==> config.mk <==
export PLATFORM = sky130hd
export DESIGN_NAME = lut_banked_dm_flat
export DESIGN_NICKNAME = d
export VERILOG_FILES = /design/src/rtl/lut_banked_dm_if.sv /design/src/rtl/lut_banked_dm.sv /design/src/flat_wrapper.sv
export SDC_FILE = /design/constraint.sdc
export NUM_CORES = 1
export LEC_CHECK = 0
export CORE_MARGIN = 2
export CORE_UTILIZATION = 23
export DETAILED_ROUTE_END_ITERATION = 7
export GPL_ROUTABILITY_DRIVEN = 0
export PLACE_DENSITY = 0.37
export SETUP_SLACK_MARGIN = 0.05
export SLEW_MARGIN = 5
export SYNTH_ARGS = -nofsm -noshare
export SYNTH_HDL_FRONTEND = slang
export SYNTH_SLANG_ARGS = --single-unit
==> constraint.sdc <==
create_clock -name Clk -period 4.8 [get_ports Clk]
set_input_delay 0.48 -clock Clk [delete_from_list [all_inputs] [get_ports Clk]]
set_output_delay 0.48 -clock Clk [all_outputs]
set_load 0.005 [all_outputs]
==> src/rtl/lut_banked_dm_if.sv <==
// lut_banked_dm_if
//   Bundles the lookup, table-write, status and statistics signals of
//   lut_banked_dm.
//   master : drives LookupReq/EntryReg/MuxReg and WrEn/WrBank/WrEntry/WrData,
//            observes Target/LookupValid/Miss/Busy/LookupCount/MissCount.
//   slave  : the LUT itself (opposite directions).
interface lut_banked_dm_if #(
  parameter int W = 8
);
  logic         LookupReq;
  logic [W-1:0] EntryReg;
  logic [W-1:0] MuxReg;
  logic [W-1:0] Target;
  logic         LookupValid;
  logic         Miss;
  logic         WrEn;
  logic [W-1:0] WrBank;
  logic [W-1:0] WrEntry;
  logic [W-1:0] WrData;
  logic         Busy;
  logic [15:0]  LookupCount;
  logic [15:0]  MissCount;

  modport master (
    output LookupReq, EntryReg, MuxReg, WrEn, WrBank, WrEntry, WrData,
    input  Target, LookupValid, Miss, Busy, LookupCount, MissCount
  );

  modport slave (
    input  LookupReq, EntryReg, MuxReg, WrEn, WrBank, WrEntry, WrData,
    output Target, LookupValid, Miss, Busy, LookupCount, MissCount
  );
endinterface

==> src/rtl/lut_banked_dm.sv <==
// lut_banked_dm
//   Runtime-loadable banked LUT mapping (MuxReg = bank, EntryReg = entry) to a
//   DataMem address. After reset the table fills itself with the default image
//   (one entry per cycle, Busy high), then serves registered lookups with a
//   one-cycle LookupValid pulse and accepts single-entry rewrites.
//   Ports:
//     Clk    : clock
//     Reset  : asynchronous, active-low reset
//     bus    : lut_banked_dm_if.slave (lookup request/response, table write,
//              Busy, optional statistics counters)
//   Optional feature macro: LUT_BANKED_STATS_EN enables the saturating
//   LookupCount/MissCount counters; otherwise both read as constant 0.
module lut_banked_dm #(
  parameter int           W        = 8,
  parameter int           BANKS    = 2,
  parameter int           ENTRIES  = 16,
  parameter logic [W-1:0] MISS_VAL = W'(8'hFF)
) (
  input logic             Clk,
  input logic             Reset,
  lut_banked_dm_if.slave  bus
);
  localparam int DEPTH = BANKS * ENTRIES;
  localparam int AW    = (DEPTH > 1) ? $clog2(DEPTH) : 1;

  typedef enum logic {INIT, RUN} state_t;

  state_t        stateReg, stateNext;
  logic [AW-1:0] initAddrReg, initAddrNext;
  logic [AW-1:0] initBankReg, initBankNext;
  logic [AW-1:0] initEntryReg, initEntryNext;
  logic          initWe;

  logic [W-1:0]  mem [DEPTH];
  logic          memWe;
  logic [AW-1:0] memAddr;
  logic [W-1:0]  memData;

  logic          lkAccept, lkMiss;
  logic [AW-1:0] lkAddr;
  logic          wrAccept;
  logic [AW-1:0] wrAddr;

  logic [W-1:0]  targetReg;
  logic          lookupValidReg, missReg;

  // Default image. Bank 1 holds s minus the number of powers of two <= s,
  // except entry 0 and exact powers of two which hold 0x0C.
  function automatic logic [W-1:0] defaultVal(input int bank, input int entry);
    int           pow2Count;
    logic [W-1:0] val;
    pow2Count = 0;
    for (int k = 0; k < 31; k++) begin
      if ((1 << k) <= entry) pow2Count++;
    end
    if (bank == 0) begin
      val = (entry == 0) ? '0 : W'(8'h0D);
    end else if (bank == 1) begin
      val = (entry == 0 || (entry & (entry - 1)) == 0) ? W'(8'h0C) : W'(entry - pow2Count);
    end else begin
      val = MISS_VAL;
    end
    return val;
  endfunction

  // Full-width range checks: upper index bits must not alias into the table.
  always_comb begin
    lkMiss   = !(32'(bus.MuxReg) < BANKS && 32'(bus.EntryReg) < ENTRIES);
    lkAddr   = AW'(32'(bus.MuxReg) * ENTRIES + 32'(bus.EntryReg));
    lkAccept = bus.LookupReq && (stateReg == RUN);
    wrAddr   = AW'(32'(bus.WrBank) * ENTRIES + 32'(bus.WrEntry));
    wrAccept = bus.WrEn && (stateReg == RUN) &&
               32'(bus.WrBank) < BANKS && 32'(bus.WrEntry) < ENTRIES;
  end

  // Init sweep FSM: state and pointers.
  always_ff @(posedge Clk or negedge Reset) begin
    if (!Reset) begin
      stateReg     <= INIT;
      initAddrReg  <= '0;
      initBankReg  <= '0;
      initEntryReg <= '0;
    end else begin
      stateReg     <= stateNext;
      initAddrReg  <= initAddrNext;
      initBankReg  <= initBankNext;
      initEntryReg <= initEntryNext;
    end
  end

  always_comb begin
    stateNext     = stateReg;
    initAddrNext  = initAddrReg;
    initBankNext  = initBankReg;
    initEntryNext = initEntryReg;
    initWe        = 1'b0;
    case (stateReg)
      INIT: begin
        initWe = 1'b1;
        if (initAddrReg == AW'(DEPTH - 1)) begin
          stateNext     = RUN;
          initAddrNext  = '0;
          initBankNext  = '0;
          initEntryNext = '0;
        end else begin
          initAddrNext = initAddrReg + AW'(1);
          if (initEntryReg == AW'(ENTRIES - 1)) begin
            initEntryNext = '0;
            initBankNext  = initBankReg + AW'(1);
          end else begin
            initEntryNext = initEntryReg + AW'(1);
          end
        end
      end
      default: ;
    endcase
  end

  // Single write port shared by the init sweep and runtime reprogramming;
  // the two never overlap because runtime writes need RUN.
  always_comb begin
    memWe   = initWe | wrAccept;
    memAddr = initWe ? initAddrReg : wrAddr;
    memData = initWe ? defaultVal(32'(initBankReg), 32'(initEntryReg)) : bus.WrData;
  end

  always_ff @(posedge Clk) begin
    if (memWe) mem[memAddr] <= memData;
  end

  // Registered read: a write to the same entry on the same edge lands after
  // the read, so the lookup sees the old contents.
  always_ff @(posedge Clk or negedge Reset) begin
    if (!Reset) begin
      targetReg      <= '0;
      lookupValidReg <= 1'b0;
      missReg        <= 1'b0;
    end else begin
      lookupValidReg <= lkAccept;
      if (lkAccept) begin
        missReg   <= lkMiss;
        targetReg <= lkMiss ? MISS_VAL : mem[lkAddr];
      end
    end
  end

  assign bus.Target      = targetReg;
  assign bus.LookupValid = lookupValidReg;
  assign bus.Miss        = missReg;
  assign bus.Busy        = (stateReg == INIT);

`ifdef LUT_BANKED_STATS_EN
  logic [15:0] lookupCountReg, missCountReg;

  always_ff @(posedge Clk or negedge Reset) begin
    if (!Reset) begin
      lookupCountReg <= '0;
      missCountReg   <= '0;
    end else if (lkAccept) begin
      if (lookupCountReg != 16'hFFFF) lookupCountReg <= lookupCountReg + 16'd1;
      if (lkMiss && missCountReg != 16'hFFFF) missCountReg <= missCountReg + 16'd1;
    end
  end

  assign bus.LookupCount = lookupCountReg;
  assign bus.MissCount   = missCountReg;
`else
  assign bus.LookupCount = '0;
  assign bus.MissCount   = '0;
`endif
endmodule

==> src/flat_wrapper.sv <==
// flat-port wrapper written by rule: the top's interface ports become plain ports
module lut_banked_dm_flat 
#(
  parameter int           W        = 8,
  parameter int           BANKS    = 2,
  parameter int           ENTRIES  = 16,
  parameter logic [W-1:0] MISS_VAL = W'(8'hFF)
)
  (Clk, Reset, bus_LookupReq, bus_EntryReg, bus_MuxReg, bus_WrEn, bus_WrBank, bus_WrEntry, bus_WrData, bus_Target, bus_LookupValid, bus_Miss, bus_Busy, bus_LookupCount, bus_MissCount);
  lut_banked_dm_if #(.W(W)) bus_i ();
  input logic Clk;
  input logic Reset;
  input wire logic [$bits(bus_i.LookupReq)-1:0] bus_LookupReq;
  input wire logic [$bits(bus_i.EntryReg)-1:0] bus_EntryReg;
  input wire logic [$bits(bus_i.MuxReg)-1:0] bus_MuxReg;
  input wire logic [$bits(bus_i.WrEn)-1:0] bus_WrEn;
  input wire logic [$bits(bus_i.WrBank)-1:0] bus_WrBank;
  input wire logic [$bits(bus_i.WrEntry)-1:0] bus_WrEntry;
  input wire logic [$bits(bus_i.WrData)-1:0] bus_WrData;
  output wire logic [$bits(bus_i.Target)-1:0] bus_Target;
  output wire logic [$bits(bus_i.LookupValid)-1:0] bus_LookupValid;
  output wire logic [$bits(bus_i.Miss)-1:0] bus_Miss;
  output wire logic [$bits(bus_i.Busy)-1:0] bus_Busy;
  output wire logic [$bits(bus_i.LookupCount)-1:0] bus_LookupCount;
  output wire logic [$bits(bus_i.MissCount)-1:0] bus_MissCount;
  assign bus_i.LookupReq = bus_LookupReq;
  assign bus_i.EntryReg = bus_EntryReg;
  assign bus_i.MuxReg = bus_MuxReg;
  assign bus_i.WrEn = bus_WrEn;
  assign bus_i.WrBank = bus_WrBank;
  assign bus_i.WrEntry = bus_WrEntry;
  assign bus_i.WrData = bus_WrData;
  assign bus_Target = bus_i.Target;
  assign bus_LookupValid = bus_i.LookupValid;
  assign bus_Miss = bus_i.Miss;
  assign bus_Busy = bus_i.Busy;
  assign bus_LookupCount = bus_i.LookupCount;
  assign bus_MissCount = bus_i.MissCount;
  lut_banked_dm #(.W(W), .BANKS(BANKS), .ENTRIES(ENTRIES), .MISS_VAL(MISS_VAL)) u_core (.Clk(Clk), .Reset(Reset), .bus(bus_i));
endmodule
# Word level (Yosys, flattened, before mapping)
# Memory sizes are Yosys's and may differ from the RTL's.
# Cells that the tools add are included.
[word_totals]
register_bits = 26
ram_bits = 256
out_inout_bits = 43
n_memories = 1
[classes]
addsub = 11
n_lt_le_gt_ge = 9
eq_ne = 3
n_mux = 22
n_bitwise = 3
n_reduce_logical = 12
[memory_table]
columns = ["name", "depth", "word_bits", "rd", "rd_ports_with_merged_regs", "write_ports", "line_no", "source"]
rows = [
  ["u_core.mem", 32, 8, 1, 0, 1, "lut_banked_dm.sv:34", "logic [W-1:0] mem [DEPTH];"],
]
[ops]
columns = ["cell", "count"]
rows = [
  ["two-way mux 8 bit", 8],
  ["bitwise AND 6 x 32 -> 32 bit", 1],
  ["zero test 32 bit", 1],
  ["two-way mux 5 bit", 6],
  ["adder 8 x 2 -> 8 bit (second input constant)", 2],
  ["< comparator 8 x 2 -> 1 bit (second input constant)", 2],
  ["< comparator 8 x 5 -> 1 bit (second input constant)", 2],
  ["adder 5 x 1 -> 5 bit (second input constant)", 3],
  ["adder 5 bit", 2],
  ["zero test 5 bit", 2],
  ["subtractor 6 x 8 -> 8 bit", 1],
  ["two-way mux 1 bit", 6],
  ["subtractor 5 x 1 -> 6 bit (second input constant)", 1],
  ["equality test 5 x 2 -> 1 bit (second input constant)", 1],
  ["equality test 5 x 4 -> 1 bit (second input constant)", 1],
  ["equality test 5 bit (second input constant)", 1],
  ["less-or-equal comparator 1 x 5 -> 1 bit (first input constant)", 1],
  ["less-or-equal comparator 2 x 5 -> 1 bit (first input constant)", 1],
  ["less-or-equal comparator 3 x 5 -> 1 bit (first input constant)", 1],
  ["less-or-equal comparator 4 x 5 -> 1 bit (first input constant)", 1],
  ["less-or-equal comparator 5 bit (first input constant)", 1],
  ["logical AND 1 bit", 5],
  ["two-way mux 4 bit", 1],
  ["adder 2 x 1 -> 3 bit (second input constant)", 1],
  ["other kinds (8)", 8],
]

# Logic depth before layout (Yosys ltp)
# Gate-level depths: netlist of the first run.
[depth]
word_depth = 15
ltp_mapped = 18

# Worst setup path after synthesis of the first run
# No wires, ideal clock.
[synth_timing]
path_kind = "flip-flop to flip-flop"
start = "reg u_core.initEntryReg[0]"
end = "mem u_core.mem[0][2] (data pin)"
t_arrival_ns = 4.400
t_required_ns = 4.346
setup_slack_ns = -0.054
path_stages_with_launch = 13
synth_period_minus_slack_ns = 4.854
path_cell_list = "dfrtp_1 inv_1 ha_1 or3_4 a211o_1 mux2i_4 xor2_2 ha_1 mux2_1 fa_1 xnor2_1 nor3_1 o21ai_0"
[synth_between]
elab_chain_len = 15
word_cells_on_any_way = 25
[synth_lines]
columns = ["element", "line_no", "source"]
rows = [
  ["start, declared", "lut_banked_dm.sv:31", "logic [AW-1:0] initEntryReg, initEntryNext;"],
  ["start signal, assigned", "lut_banked_dm.sv:87", "initEntryReg <= initEntryNext;"],
  ["less-or-equal comparator 1 x 5 -> 1 bit", "lut_banked_dm.sv:54", "if ((1 << k) <= entry) pow2Count++;"],
  ["two-way mux 1 bit", "lut_banked_dm.sv:54", ""],
  ["adder 1 x 1 -> 2 bit", "lut_banked_dm.sv:54", ""],
  ["two-way mux 2 bit", "lut_banked_dm.sv:54", ""],
  ["adder 2 x 1 -> 3 bit", "lut_banked_dm.sv:54", ""],
  ["two-way mux 8 bit", "lut_banked_dm.sv:54", ""],
  ["adder 8 x 2 -> 8 bit", "lut_banked_dm.sv:54", ""],
  ["two-way mux 8 bit", "lut_banked_dm.sv:54", ""],
  ["adder 8 x 2 -> 8 bit", "lut_banked_dm.sv:54", ""],
  ["two-way mux 8 bit", "lut_banked_dm.sv:54", ""],
  ["subtractor 6 x 8 -> 8 bit", "lut_banked_dm.sv:59", "val = (entry == 0 || (entry & (entry - 1)) == 0) ? W'(8'h0C) : W'(entry - pow2Count);"],
  ["two-way mux 8 bit", "lut_banked_dm.sv:59", ""],
  ["two-way mux 8 bit", "lut_banked_dm.sv:58", "end else if (bank == 1) begin"],
  ["two-way mux 8 bit *", "lut_banked_dm.sv:56", "if (bank == 0) begin"],
  ["two-way mux 8 bit *", "lut_banked_dm.sv:124", "memData = initWe ? defaultVal(32'(initBankReg), 32'(initEntryReg)) : bus.WrData;"],
  ["named net u_core.memData[2]", "lut_banked_dm.sv:37", "logic [W-1:0] memData;"],
  ["end, declared", "lut_banked_dm.sv:34", ""],
]
# The timed path passes the listed nets; every way through them passes the cells marked *.

# Worst setup path after layout of the first run
[layout_timing]
start = "reg u_core.initEntryReg[1]"
end = "mem u_core.mem[16][4] (data pin)"
[layout_between]
elab_chain_len = 15
word_cells_on_any_way = 24
[layout_lines]
columns = ["element", "line_no"]
rows = [
  ["less-or-equal comparator 1 x 5 -> 1 bit", "lut_banked_dm.sv:54"],
  ["two-way mux 1 bit", "lut_banked_dm.sv:54"],
  ["adder 1 x 1 -> 2 bit", "lut_banked_dm.sv:54"],
  ["two-way mux 2 bit", "lut_banked_dm.sv:54"],
  ["adder 2 x 1 -> 3 bit", "lut_banked_dm.sv:54"],
  ["two-way mux 8 bit", "lut_banked_dm.sv:54"],
  ["adder 8 x 2 -> 8 bit", "lut_banked_dm.sv:54"],
  ["two-way mux 8 bit", "lut_banked_dm.sv:54"],
  ["adder 8 x 2 -> 8 bit", "lut_banked_dm.sv:54"],
  ["two-way mux 8 bit", "lut_banked_dm.sv:54"],
  ["subtractor 6 x 8 -> 8 bit", "lut_banked_dm.sv:59"],
  ["two-way mux 8 bit *", "lut_banked_dm.sv:59"],
  ["two-way mux 8 bit *", "lut_banked_dm.sv:58"],
  ["two-way mux 8 bit *", "lut_banked_dm.sv:56"],
  ["two-way mux 8 bit *", "lut_banked_dm.sv:124"],
  ["named net u_core.memData[4]", "lut_banked_dm.sv:37"],
]
# Marked as above.

==> metrics.log, run 1 <==
[metrics] post-detail-place hpwl: 21600 um
[metrics] setup_tns: 0 ns
[metrics] Port-buffer cells: 54
[metrics] post-CTS repair timing setup buffer count: 0
[metrics] Area growth syn-to-layout: 18.9%
[metrics] latest clock arrival within the worst-skew pair: 0.59 ns
[metrics] total standard cell area after synthesis: 0.0122 mm2
[metrics] share of layout cells above drive strength 1: 9.14%
[metrics] post-placement cell count: 1553
[metrics] number of remaining DRC errors: 0
[metrics] routed vias: 6910
[metrics] area of the die: 0.0549 mm2
[metrics] depth of the worst register-to-register path: 16
[metrics] width of the chip: 234 um
[metrics] signal arrival time at the worst endpoint: 4.69 ns
[metrics] Worst Setup Start Kind: register
[metrics] CTS H-tree lvls: 1
[metrics] placement-stage cell area: 0.0136 mm2
[metrics] average wire per standard cell: 20.8 um
[metrics] number of clock buffers inserted by TritonCTS: 31
[metrics] area of all sequential standard cells: 0.00834 mm2
[metrics] run status: finished, final reports clean
[metrics] initial antenna violation count: 0
[metrics] combined area of the multi-input logic cells: 0.00354 mm2
[metrics] fraction of the yosys area taken by sequential cells: 68.3%
[metrics] final worst slack: 0.394 ns
[metrics] number of hold-repair buffers added at the cts stage: 0
[metrics] overall routed net length: 33500 um
[metrics] count of synthesis-stage warnings from yosys: 0
[metrics] final period utilization: 91.8%
[metrics] overall global routing resource usage: 12.3%
[metrics] number of DRC markers in iteration 0: 519
[metrics] Leakage: 5.05 nW
[metrics] number of nets still failing antenna checks after routing: 0
[metrics] total non-filler cell area in the finished layout: 0.0145 mm2
[metrics] detailed-router iteration count before antenna repair: 5
[metrics] vias per inst: 4.30
[metrics] cells resized by post-CTS repair: 0
[metrics] number of filler instances in the final layout: 5410
[metrics] non-filler instance count after layout: 1608
[metrics] fraction of registers with async set/reset: 9.22%
[metrics] cell row count: 84
[metrics] shortest clock period the worst path allows after layout: 4.41 ns
[metrics] pin count of the biggest net entering global routing: 41
[metrics] wire length of the first global-routing pass: 48400 um
[metrics] instance count of the mapped netlist: 821
[metrics] I/O pin count: 87
[metrics] largest fanout on the critical path: 32
[metrics] TritonCTS clock tree: built
[metrics] fmax: 227 MHz
[metrics] RSZ-0062 raised after global routing: no
[metrics] total number of clock tree sinks: 282
[metrics] Setup Viol. Count Final: 0
[metrics] total power divided by cell area: 358 mW/mm2
[metrics] nature of the critical path endpoint: register
[metrics] number of register bits inferred by synthesis: 282
[metrics] post-layout net count: 962
[metrics] number of endpoints with negative hold slack in the final report: 0
[metrics] cell at the root of the clock tree: sky130_fd_sc_hd__clkbuf_16
[metrics] IR drop worst, VDD: 0.210 mV
[metrics] grt total ovfl: 0
[metrics] starting density of the core: 23.2%
[metrics] count of flip-flops with a built-in enable after synthesis: 256
[metrics] Final Max Tran Viols: 0
[metrics] setup clock skew after layout: 0.0207 ns
[metrics] worst relative slew slack: 30.0%
[metrics] Worst Max-Slew Pin Slew: 1.05 ns
[metrics] via count of the first global-routing pass: 6816
[metrics] required time worst endpoint: 5.08 ns
[metrics] area inside the core boundary: 0.0526 mm2
[metrics] clk buf depth: 3
[metrics] height of the die: 234 um
[metrics] clock-pin transition on the worst setup and hold timing paths: 0.06 ns
[metrics] reported max-cap violation count: 0
[metrics] Hold/Removal Path Class: in2async
[metrics] placement-stage worst setup slack: 0.376 ns
[metrics] number of distinct library cells after synthesis: 49
[metrics] Avg Synthesized Cell Area: 14.9 um2
[metrics] Setup Crit Path Kind: reg2reg
[metrics] Top FF cell, synth: sky130_fd_sc_hd__edfxtp_1
[cell usage in the layout, fill, tap and decap left out, drive strengths merged, types with 8 or more instances in the layout]
cell type / count
conb: 33
mux2i: 132
edfxtp: 256
buf: 32
clkdlybuf4s50: 53
o22a: 8
nor4: 12
o21ai: 21
inv: 14
clkinv: 12
dfrtp: 26
nor2: 48
a22oi: 66
nand2: 31
ha: 19
a21oi: 40
clkbuf: 38
[synthesized netlist by cell type (all sizes together) (3+ instances only)]
cell	instances	area [um2]
xor2	6	60.1
nand4	4	25.0
ha	19	238
a21o	3	22.5
nor2	48	180
o21ai	21	105
mux2i	132	1330
dfrtp	26	651
a22oi	66	495
o22a	8	70.1
nand2	31	116
buf	48	318
edfxtp	256	7690
a22o	4	35.0
nor3	7	35.0
and2	4	25.0
a21oi	40	200
clkbuf	24	90.1
xnor2	7	61.3
nor4	12	75.1
nand2b	7	43.8
inv	12	45.0
mux2	3	33.8
nand3	4	20.0
nor2b	5	31.3
[state kept, by name, summed over array words and instances (netlist names)]
| signal | cells |
|---|---|
| u_core.initAddrReg | 5 |
| u_core.bus.Miss | 1 |
| u_core.initEntryReg | 5 |
| u_core.bus.LookupValid | 1 |
| u_core.initBankReg | 5 |
| u_core.mem | 256 |
| u_core.bus.Target | 8 |
| u_core.stateReg | 1 |
[power by group]
group	leakage [nW]	switching, mW	internal (mW)
Clock	0.451	0.982	1.24
Combinational	1.99	0.186	0.107
Sequential	2.61	0.000114	2.68
Total	5.05	1.17	4.02
[layout make-up]
type / count / area share, %
inverters: 12 / 0.310
clock buffers: 38 / 5.53
multi-input cells: 486 / 24.4
clock inverters: 16 / 0.828
repair buffers: 85 / 5.51
flip-flops and latches: 282 / 57.5
well taps: 688 / 5.93
diodes: 1 / 0.0172
[through the flow]
stage	util, %	power (mW)	hold WS (ns)
floorplan	-	2.90	0.184
global placement	25.9	3.03	0.483
detailed placement	25.9	3.03	0.487
CTS	27.6	5.27	0.304
global route	27.6	5.37	0.327
finish	27.6	5.19	0.322
[routing by layer]
layer  share of wire (%)  track usage [%]  routed length (um)
met2                  45             18.9               14900
met4                 1.5             2.26                 511
met1                  49             17.8               16400
met3                 4.8             2.69                1610
met5                   0                0                   0
[critical path, stage by stage, from the launching register on]
cell	delay, ns
sky130_fd_sc_hd__dfrtp_1	0.51
sky130_fd_sc_hd__inv_1	0.20
sky130_fd_sc_hd__ha_1	0.24
sky130_fd_sc_hd__or3_4	0.35
sky130_fd_sc_hd__a211o_1	0.36
sky130_fd_sc_hd__mux2i_4	0.19
sky130_fd_sc_hd__xor2_2	0.24
sky130_fd_sc_hd__ha_1	0.28
sky130_fd_sc_hd__mux2_1	0.31
sky130_fd_sc_hd__fa_1	0.44
sky130_fd_sc_hd__nor2b_1	0.13
sky130_fd_sc_hd__o21ai_0	0.08
sky130_fd_sc_hd__nand2b_1	0.11
sky130_fd_sc_hd__xnor2_1	0.12
sky130_fd_sc_hd__o21ai_0	0.08
sky130_fd_sc_hd__a22o_1	0.21
sky130_fd_sc_hd__buf_4	0.23
[cell families (layout without fill, tap and decap cells)]
kind of cell,count (synthesis),count (layout),synth area share (%)
and+or+nand+nor,129,129,4.97
xor gates and xnor gates,13,13,0.995
other,2,34,0.0616
muxes,135,135,11.2
AOI/OAI and AO/OA,156,156,8.59
buffers and inverters,84,151,3.71
adders and majority gates,20,20,2.11
DFF,282,282,68.3
[worst paths after layout]
kind	endpoint	startpoint	slack, ns
setup / recovery	u_core.mem[16][4]$_DFFE_PP_	u_core.initEntryReg[1]$_DFFE_PN0N_	0.39
hold / removal	u_core.initEntryReg[4]$_DFFE_PN0N_	Reset	0.32
setup reg to reg	u_core.mem[16][4]$_DFFE_PP_	u_core.initEntryReg[1]$_DFFE_PN0N_	0.39
hold reg to reg	u_core.bus.Miss$_DFFE_PN0P_	u_core.bus.Miss$_DFFE_PN0P_	0.50
max in group asynchronous	u_core.bus.Target[1]$_DFFE_PN0P_	Reset	4.15
min in group Clk	u_core.bus.Miss$_DFFE_PN0P_	u_core.bus.Miss$_DFFE_PN0P_	0.50
(Power assumes the default switching activity.)
==> run 2, diff against run 1 <==
--- a/config.mk
+++ b/config.mk
@@ -5,11 +5,12 @@
 export SDC_FILE = /design/constraint.sdc
 export NUM_CORES = 1
 export LEC_CHECK = 0
+export ABC_AREA = 1
 export CORE_MARGIN = 2
-export CORE_UTILIZATION = 23
+export CORE_UTILIZATION = 54
 export DETAILED_ROUTE_END_ITERATION = 7
 export GPL_ROUTABILITY_DRIVEN = 0
-export PLACE_DENSITY = 0.37
+export PLACE_DENSITY = 0.77
 export SETUP_SLACK_MARGIN = 0.05
 export SLEW_MARGIN = 5
 export SYNTH_ARGS = -nofsm -noshare
==> metrics.log, run 2 <==
[metrics] run status: finished, final reports clean (unchanged)
[metrics] worst relative slew slack: 30.2% (was 30.0%)
[metrics] shortest clock period the worst path allows after layout: 4.27 ns (was 4.41 ns)
[metrics] mux contribution to synthesized area: 0% (was 11.2%)
[metrics] most common cell after layout, fill and taps aside: sky130_fd_sc_hd__nand2_1 (was sky130_fd_sc_hd__edfxtp_1)
[metrics] number of nets still failing antenna checks after routing: 0 (unchanged)
[metrics] post-synthesis share of cell area spent on and, or, nand and nor gates: 23.1% (was 4.97%)
[metrics] I/O pin count: 87 (unchanged)
[metrics] Internal: 4.03 mW (was 4.02 mW)
[metrics] max reg flops: 256 (unchanged)
[metrics] Seq pwr share: 52.1% (was 51.6%)
[metrics] Port-buffer cells: 54 (unchanged)
[metrics] Avg Synthesized Cell Area: 9.82 um2 (was 14.9 um2)
[metrics] worst-case hold slack: 0.313 ns (was 0.322 ns)
[metrics] net switching power figure: 1.11 mW (was 1.17 mW)
[metrics] number of clock buffers inserted by TritonCTS: 29 (was 31)
[metrics] busiest layer in global routing: met2 (unchanged)
[metrics] count of flip-flops with a built-in enable after synthesis: 256 (unchanged)
[metrics] detailed-router iteration count before antenna repair: 5 (unchanged)
[metrics] share of layout cells above drive strength 1: 5.80% (was 9.14%)
[metrics] XOR/XNOR Fraction of Synth Area: 0.651% (was 0.995%)
[metrics] signal arrival time at the worst endpoint: 4.49 ns (was 4.69 ns)
[metrics] area of the die: 0.0258 mm2 (was 0.0549 mm2)
[metrics] largest area contributor in the netlist: sky130_fd_sc_hd__edfxtp_1 (unchanged)
[metrics] number of remaining DRC errors: 0 (unchanged)
[metrics] clk buf depth: 3 (unchanged)
[metrics] required time worst endpoint: 5.02 ns (was 5.08 ns)
[metrics] starting density of the core: 54.7% (was 23.2%)
[metrics] width of the chip: 161 um (was 234 um)
[metrics] Worst Setup Start Kind: register (unchanged)
[metrics] number of endpoints with negative hold slack in the final report: 0 (unchanged)
[metrics] area of all sequential standard cells: 0.00834 mm2 (unchanged)
[metrics] fraction of the yosys area taken by sequential cells: 62.9% (was 68.3%)
[metrics] power after layout: 5.14 mW (was 5.19 mW)
[metrics] overall global routing resource usage: 22.8% (was 12.3%)
[metrics] Antenna Cells: 0 (was 1)
[metrics] switching power share of the total: 21.6% (was 22.5%)
[metrics] Synth Area in Compound Gates: 2.33% (was 8.59%)
[metrics] met2 track utilization from global routing: 38.0% (was 18.9%)
[metrics] met1 usage: 31.0% (was 17.8%)
[metrics] vias per inst: 5.37 (was 4.30)
[metrics] global routing met3 resource utilization: 3.31% (was 2.69%)
[metrics] instance count of the mapped netlist: 1351 (was 821)
[metrics] routed vias: 9331 (was 6910)
[metrics] reported max-cap violation count: 0 (unchanged)
[metrics] portion of total power attributed to combinational logic: 6.2% (was 5.7%)
[metrics] cell at the root of the clock tree: sky130_fd_sc_hd__clkbuf_16 (unchanged)
[metrics] CTS H-tree lvls: 1 (unchanged)
[metrics] nature of the critical path endpoint: register (unchanged)
[metrics] overall routed net length: 29500 um (was 33500 um)
[metrics] Hold/Removal Path Class: in2async (unchanged)
[metrics] wire length of the first global-routing pass: 46300 um (was 48400 um)
[metrics] fraction of registers with async set/reset: 9.22% (unchanged)
[metrics] Leakage: 6.21 nW (was 5.05 nW)
[metrics] clock-pin transition on the worst setup and hold timing paths: 0.06 ns (about the same)
[metrics] number of hold-repair buffers added at the cts stage: 0 (unchanged)
[metrics] Area growth syn-to-layout: 11.6% (was 18.9%)
[metrics] TritonCTS clock tree: built (unchanged)
[metrics] total non-filler cell area in the finished layout: 0.0148 mm2 (was 0.0145 mm2)
[metrics] Final Max Tran Viols: 0 (unchanged)
[metrics] count of synthesis-stage warnings from yosys: 0 (unchanged)
[metrics] area inside the core boundary: 0.0242 mm2 (was 0.0526 mm2)
[metrics] pin count of the biggest net entering global routing: 86 (was 41)
[metrics] number of register bits inferred by synthesis: 282 (unchanged)
[metrics] latest clock arrival within the worst-skew pair: 0.53 ns (was 0.59 ns)
[metrics] placement-stage cell area: 0.0139 mm2 (was 0.0136 mm2)
[metrics] main combinational cell family by area after synthesis: simple AND/OR/NAND/NOR gates (was multiplexers)
[metrics] fraction of the mapped netlist area in adder cells: 1.94% (was 2.11%)
[metrics] post-CTS repair timing setup buffer count: 0 (unchanged)
[metrics] largest fanout on the critical path: 32 (unchanged)
[metrics] grt total ovfl: 0 (unchanged)
[metrics] Synth area leaders: sky130_fd_sc_hd__edfxtp_1 (58%), sky130_fd_sc_hd__nand2_1 (12%), sky130_fd_sc_hd__nand3_1 (7.5%) (was sky130_fd_sc_hd__edfxtp_1 (63%), sky130_fd_sc_hd__mux2i_1 (11%), sky130_fd_sc_hd__dfrtp_1 (5.3%))
[metrics] Worst Max-Slew Pin Slew: 1.05 ns (about the same)
[metrics] most instantiated library cell after synthesis: sky130_fd_sc_hd__nand2_1 (was sky130_fd_sc_hd__edfxtp_1)
[metrics] register with the highest flop count: u_core.mem (unchanged)
[metrics] final period utilization: 89.0% (was 91.8%)
[metrics] initial antenna violation count: 0 (unchanged)
[metrics] number of DRC markers in iteration 0: 868 (was 519)
[metrics] cells resized by post-CTS repair: 0 (unchanged)
[metrics] via count of the first global-routing pass: 8795 (was 6816)
[metrics] cell row count: 57 (was 84)
[metrics] height of the die: 161 um (was 234 um)
[metrics] average wire per standard cell: 17.0 um (was 20.8 um)
[metrics] combined area of the multi-input logic cells: 0.00385 mm2 (was 0.00354 mm2)
[metrics] RSZ-0062 raised after global routing: no (unchanged)
[metrics] number of filler instances in the final layout: 1906 (was 5410)
[metrics] setup_tns: 0 ns (unchanged)
[metrics] most used standard cells in the synthesized netlist: sky130_fd_sc_hd__nand2_1 (423), sky130_fd_sc_hd__edfxtp_1 (256), sky130_fd_sc_hd__nand3_1 (199) (was sky130_fd_sc_hd__edfxtp_1 (256), sky130_fd_sc_hd__mux2i_1 (131), sky130_fd_sc_hd__a22oi_1 (66))
[metrics] power share of the clock group: 41.6% (was 42.7%)
[metrics] Setup Crit Path Kind: reg2reg (unchanged)
[metrics] fmax: 234 MHz (was 227 MHz)
[metrics] post-layout net count: 1455 (was 962)
[metrics] total number of clock tree sinks: 282 (unchanged)
[metrics] Setup Viol. Count Final: 0 (unchanged)
[metrics] IR drop worst, VDD: 0.254 mV (was 0.210 mV)
[metrics] Top FF cell, synth: sky130_fd_sc_hd__edfxtp_1 (unchanged)
[metrics] post-detail-place hpwl: 17600 um (was 21600 um)
[metrics] total power divided by cell area: 347 mW/mm2 (was 358 mW/mm2)
[metrics] number of distinct library cells after synthesis: 40 (was 49)
[metrics] Synth top area share: 58.0% (was 63.0%)
[metrics] setup clock skew after layout: 0.00842 ns (was 0.0207 ns)
[metrics] total standard cell area after synthesis: 0.0133 mm2 (was 0.0122 mm2)
[metrics] commonest cells after routing, fill and taps aside: sky130_fd_sc_hd__nand2_1 (423), sky130_fd_sc_hd__edfxtp_1 (256), sky130_fd_sc_hd__nand3_1 (199) (was sky130_fd_sc_hd__edfxtp_1 (256), sky130_fd_sc_hd__mux2i_1 (131), sky130_fd_sc_hd__a22oi_1 (66))
==> run 2: routing by layer <==
| layer | vias to the layer above | part of all wire, % |
|---|---|---|
| met5 | - | 0 |
| met4 | 0 | 3.0 |
| met3 | 60 | 8.0 |
| li1 | 4434 | - |
| met1 | 4416 | 40 |
| met2 | 421 | 49 |
==> run 2: area by class of cell <==
type	count	share of cell area, %
clock buffer	40	5.32
tap	324	2.74
inverter	168	4.27
timing repair buffer	68	4.48
sequential	282	56.4
clock inverter	13	0.812
multi-input combinational	842	26.0
==> run 2: per-stage QoR <==
step                cells  utilization (%)  setup slack [ns]
detailed placement   1684             57.2             0.189
floorplan            1382                -             0.131
CTS                  1737             61.0             0.150
global placement     1684             57.2             0.301
finish               1737             61.0             0.529
global route         1737             61.0             0.116
==> run 2: cell families (layout without fill, tap and decap cells) <==
| kind of cell | count (synthesis) | count (layout) |
|---|---|---|
| and+or+nand+nor | 726 | 726 |
| DFF | 282 | 282 |
| buffers and inverters | 258 | 289 |
| AOI/OAI and AO/OA | 54 | 54 |
| adders and majority gates | 20 | 20 |
| xor gates and xnor gates | 9 | 9 |
| other | 2 | 33 |
==> run 2: power groups by stage <==
| stage | Combinational (mW) | Clock [mW] | Sequential [mW] |
|---|---|---|---|
| 2_1_floorplan | 0.211 | 0 | 2.73 |
| 3_3_place_gp | 0.308 | 0 | 2.73 |
| 3_5_place_dp | 0.314 | 0 | 2.73 |
| 4_1_cts | 0.317 | 2.15 | 2.68 |
| 5_1_grt | 0.352 | 2.25 | 2.68 |
| 6_report | 0.321 | 2.14 | 2.68 |
==> run 2: path summary, 6_finish.rpt <==
path                                               startpoint                            endpoint  slack [ns]  depth (start not counted)
max                        u_core.initEntryReg[1]$_DFFE_PN0N_         u_core.mem[20][3]$_DFFE_PP_        0.53                         21
min                                                     Reset    u_core.bus.Target[0]$_DFFE_PN0P_        0.31                          2
max reg2reg                u_core.initEntryReg[1]$_DFFE_PN0N_         u_core.mem[20][3]$_DFFE_PP_        0.53                         21
min reg2reg                  u_core.bus.Target[0]$_DFFE_PN0P_    u_core.bus.Target[0]$_DFFE_PN0P_        0.53                          2
max in group asynchronous                               Reset  u_core.initEntryReg[2]$_DFFE_PN0N_        4.22                          2
min in group Clk             u_core.bus.Target[0]$_DFFE_PN0P_    u_core.bus.Target[0]$_DFFE_PN0P_        0.53                          2
==> run 2: critical path, cell delays in order, from the launching register on <==
cell	delay, ns
sky130_fd_sc_hd__dfrtp_1	0.46
sky130_fd_sc_hd__inv_1	0.20
sky130_fd_sc_hd__ha_1	0.22
sky130_fd_sc_hd__inv_1	0.07
sky130_fd_sc_hd__nor2_1	0.04
sky130_fd_sc_hd__nand2_1	0.11
sky130_fd_sc_hd__inv_1	0.06
sky130_fd_sc_hd__ha_1	0.34
sky130_fd_sc_hd__nor2_1	0.16
sky130_fd_sc_hd__inv_1	0.07
sky130_fd_sc_hd__nand3_1	0.12
sky130_fd_sc_hd__nand2_2	0.08
sky130_fd_sc_hd__ha_1	0.19
sky130_fd_sc_hd__nand3_1	0.09
sky130_fd_sc_hd__xnor2_1	0.12
sky130_fd_sc_hd__inv_1	0.05
sky130_fd_sc_hd__ha_1	0.34
sky130_fd_sc_hd__nand2_1	0.06
sky130_fd_sc_hd__o21ai_0	0.24
sky130_fd_sc_hd__xor2_1	0.18
sky130_fd_sc_hd__nor3_1	0.09
sky130_fd_sc_hd__o21ai_4	0.66
==> run 3, diff against run 2 <==
--- a/config.mk
+++ b/config.mk
@@ -10,6 +10,7 @@
 export CORE_UTILIZATION = 54
 export DETAILED_ROUTE_END_ITERATION = 7
 export GPL_ROUTABILITY_DRIVEN = 0
+export MAX_ROUTING_LAYER = met4
 export PLACE_DENSITY = 0.77
 export SETUP_SLACK_MARGIN = 0.05
 export SLEW_MARGIN = 5
==> constraint.sdc (replaced) <==
create_clock -name Clk -period 4.8 [get_ports Clk]
set_input_delay 0.96 -clock Clk [delete_from_list [all_inputs] [get_ports Clk]]
set_output_delay 0.96 -clock Clk [all_outputs]
set_load 0.005 [all_outputs]
==> metrics.log, run 3 (same netlist as run 2, synthesis figures left out) <==
[metrics] post-CTS repair timing setup buffer count: 0 (unchanged)
[metrics] Area growth syn-to-layout: 11.8% (was 11.6%)
[metrics] commonest cells after routing, fill and taps aside: sky130_fd_sc_hd__nand2_1 (423), sky130_fd_sc_hd__edfxtp_1 (256), sky130_fd_sc_hd__nand3_1 (199) (unchanged)
[metrics] CTS H-tree lvls: 1 (unchanged)
[metrics] number of filler instances in the final layout: 1889 (was 1906)
[metrics] nature of the critical path endpoint: register (unchanged)
[metrics] cells resized by post-CTS repair: 0 (unchanged)
[metrics] post-detail-place hpwl: 17600 um (about the same)
[metrics] run status: finished, final reports clean (unchanged)
[metrics] Seq pwr share: 52.0% (was 52.1%)
[metrics] Antenna Cells: 0 (unchanged)
[metrics] cell at the root of the clock tree: sky130_fd_sc_hd__clkbuf_16 (unchanged)
[metrics] total non-filler cell area in the finished layout: 0.0148 mm2 (about the same)
[metrics] post-layout net count: 1460 (was 1455)
[metrics] Worst Max-Slew Pin Slew: 1.14 ns (was 1.05 ns)
[metrics] register with the highest flop count: u_core.mem (unchanged)
[metrics] signal arrival time at the worst endpoint: 4.55 ns (was 4.49 ns)
[metrics] RSZ-0062 raised after global routing: no (unchanged)
[metrics] I/O pin count: 87 (unchanged)
[metrics] initial antenna violation count: 0 (unchanged)
[metrics] reported max-cap violation count: 0 (unchanged)
[metrics] via count of the first global-routing pass: 8592 (was 8795)
[metrics] number of DRC markers in iteration 0: 1061 (was 868)
[metrics] grt total ovfl: 0 (unchanged)
[metrics] TritonCTS clock tree: built (unchanged)
[metrics] IR drop worst, VDD: 0.245 mV (was 0.254 mV)
[metrics] final worst slack: 0.512 ns (was 0.529 ns)
[metrics] clock-pin transition on the worst setup and hold timing paths: 0.06 ns (about the same)
[metrics] shortest clock period the worst path allows after layout: 4.29 ns (was 4.27 ns)
[metrics] share of layout cells above drive strength 1: 6.63% (was 5.80%)
[metrics] combined area of the multi-input logic cells: 0.00384 mm2 (was 0.00385 mm2)
[metrics] Worst Setup Start Kind: register (unchanged)
[metrics] width of the chip: 161 um (unchanged)
[metrics] largest fanout on the critical path: 18 (was 32)
[metrics] area inside the core boundary: 0.0242 mm2 (unchanged)
[metrics] average wire per standard cell: 16.6 um (was 17.0 um)
[metrics] max reg flops: 256 (unchanged)
[metrics] required time worst endpoint: 5.06 ns (was 5.02 ns)
[metrics] number of clock buffers inserted by TritonCTS: 28 (was 29)
[metrics] detailed-router iteration count before antenna repair: 5 (unchanged)
[metrics] portion of total power attributed to combinational logic: 6.2% (about the same)
[metrics] area of all sequential standard cells: 0.00834 mm2 (unchanged)
[metrics] Setup Crit Path Kind: reg2reg (unchanged)
[metrics] Hold/Removal Path Class: reg2reg (was in2async)
[metrics] Port-buffer cells: 54 (unchanged)
[metrics] total number of clock tree sinks: 282 (unchanged)
[metrics] worst-case hold slack: 0.530 ns (was 0.313 ns)
[metrics] clk buf depth: 3 (unchanged)
[metrics] number of hold-repair buffers added at the cts stage: 0 (unchanged)
[metrics] overall global routing resource usage: 23.1% (was 22.8%)
[metrics] switching power share of the total: 21.5% (was 21.6%)
[metrics] fmax: 233 MHz (was 234 MHz)
[metrics] number of endpoints with negative hold slack in the final report: 0 (unchanged)
[metrics] final period utilization: 89.3% (was 89.0%)
[metrics] routed vias: 9191 (was 9331)
[metrics] latest clock arrival within the worst-skew pair: 0.53 ns (about the same)
[metrics] worst relative slew slack: 24.2% (was 30.2%)
[metrics] Internal: 4.05 mW (was 4.03 mW)
[metrics] overall routed net length: 28800 um (was 29500 um)
[metrics] number of remaining DRC errors: 0 (unchanged)
[metrics] Setup Viol. Count Final: 0 (unchanged)
[metrics] vias per inst: 5.28 (was 5.37)
[metrics] Final Max Tran Viols: 0 (unchanged)
[metrics] most common cell after layout, fill and taps aside: sky130_fd_sc_hd__nand2_1 (unchanged)
[metrics] setup clock skew after layout: 0.00705 ns (was 0.00842 ns)
[metrics] pin count of the biggest net entering global routing: 102 (was 86)
[metrics] net switching power figure: 1.11 mW (about the same)
[metrics] area of the die: 0.0258 mm2 (unchanged)
[metrics] height of the die: 161 um (unchanged)
[metrics] starting density of the core: 54.7% (unchanged)
[metrics] cell row count: 57 (unchanged)
[metrics] placement-stage cell area: 0.0139 mm2 (about the same)
[metrics] setup_tns: 0 ns (unchanged)
[metrics] power share of the clock group: 41.9% (was 41.6%)
[metrics] Leakage: 6.25 nW (was 6.21 nW)
[metrics] placement-stage worst setup slack: 0.550 ns (was 0.189 ns)
[metrics] total power divided by cell area: 347 mW/mm2 (about the same)
[metrics] wire length of the first global-routing pass: 45500 um (was 46300 um)
[metrics] number of nets still failing antenna checks after routing: 0 (unchanged)
## run 3: layout make-up
type	instances	area share, %
clock buffer	36	5.34
clock inverter	16	0.936
sequential	282	56.2
inverter	168	4.26
tap	324	2.73
multi-input combinational	842	25.9
timing repair buffer	74	4.61
## run 3: path summary, 6_finish.rpt
kind,from,to,slack (ns),cells past startpoint
worst max-delay path,u_core.initEntryReg[1]$_DFFE_PN0N_,u_core.mem[24][6]$_DFFE_PP_,0.51,22
worst min-delay path,u_core.initAddrReg[4]$_DFFE_PN0N_,u_core.initAddrReg[4]$_DFFE_PN0N_,0.53,2
worst max register to register,u_core.initEntryReg[1]$_DFFE_PN0N_,u_core.mem[24][6]$_DFFE_PP_,0.51,22
worst min register to register,u_core.initAddrReg[4]$_DFFE_PN0N_,u_core.initAddrReg[4]$_DFFE_PN0N_,0.53,2
max in group asynchronous,Reset,u_core.initAddrReg[1]$_DFFE_PN0N_,3.72,2
min in group asynchronous,Reset,u_core.bus.Target[7]$_DFFE_PN0P_,0.80,2
## run 3: layer usage
metal  vias up  track usage [%]  wire (um)
met2       324             37.0      14000
met4         0             7.02        697
met3        60             2.87       1940
li1       4437                -          -
met1      4370             31.4      12200
met5         -                -          0
## run 3: worst max-delay path, cell delays in order (launching register included)
cell and delay, ns:
sky130_fd_sc_hd__dfrtp_1 0.45, sky130_fd_sc_hd__inv_1 0.18, sky130_fd_sc_hd__ha_1 0.21, sky130_fd_sc_hd__inv_1 0.07
sky130_fd_sc_hd__nor2_1 0.04, sky130_fd_sc_hd__nand2_1 0.11, sky130_fd_sc_hd__inv_1 0.06, sky130_fd_sc_hd__ha_1 0.35
sky130_fd_sc_hd__nor2_1 0.16, sky130_fd_sc_hd__inv_1 0.08, sky130_fd_sc_hd__nand3_1 0.12, sky130_fd_sc_hd__nand2_2 0.09
sky130_fd_sc_hd__ha_1 0.30, sky130_fd_sc_hd__nand3_1 0.08, sky130_fd_sc_hd__nand2_1 0.08, sky130_fd_sc_hd__fa_1 0.44
sky130_fd_sc_hd__o21ai_0 0.28, sky130_fd_sc_hd__nand2_1 0.08, sky130_fd_sc_hd__nand2_1 0.07, sky130_fd_sc_hd__nand2_1 0.04
sky130_fd_sc_hd__nand2_1 0.05, sky130_fd_sc_hd__nand2_1 0.32, sky130_fd_sc_hd__buf_4 0.34
## run 3: power by group through the flow
stage | clock network [mW] | registers, mW | logic, mW
6_report | 2.16 | 2.68 | 0.317
5_1_grt | 2.28 | 2.68 | 0.347
4_1_cts | 2.17 | 2.68 | 0.314
3_5_place_dp | 0 | 2.73 | 0.312
3_3_place_gp | 0 | 2.73 | 0.307
2_1_floorplan | 0 | 2.73 | 0.211
## run 3: through the flow
stage               total power [mW]  util (%)  instances
finish                          5.15      61.2       1742
global route                    5.30      61.2       1742
CTS                             5.16      61.2       1742
detailed placement              3.04      57.3       1690
global placement                3.04      57.3       1690
floorplan                       2.94         -       1382
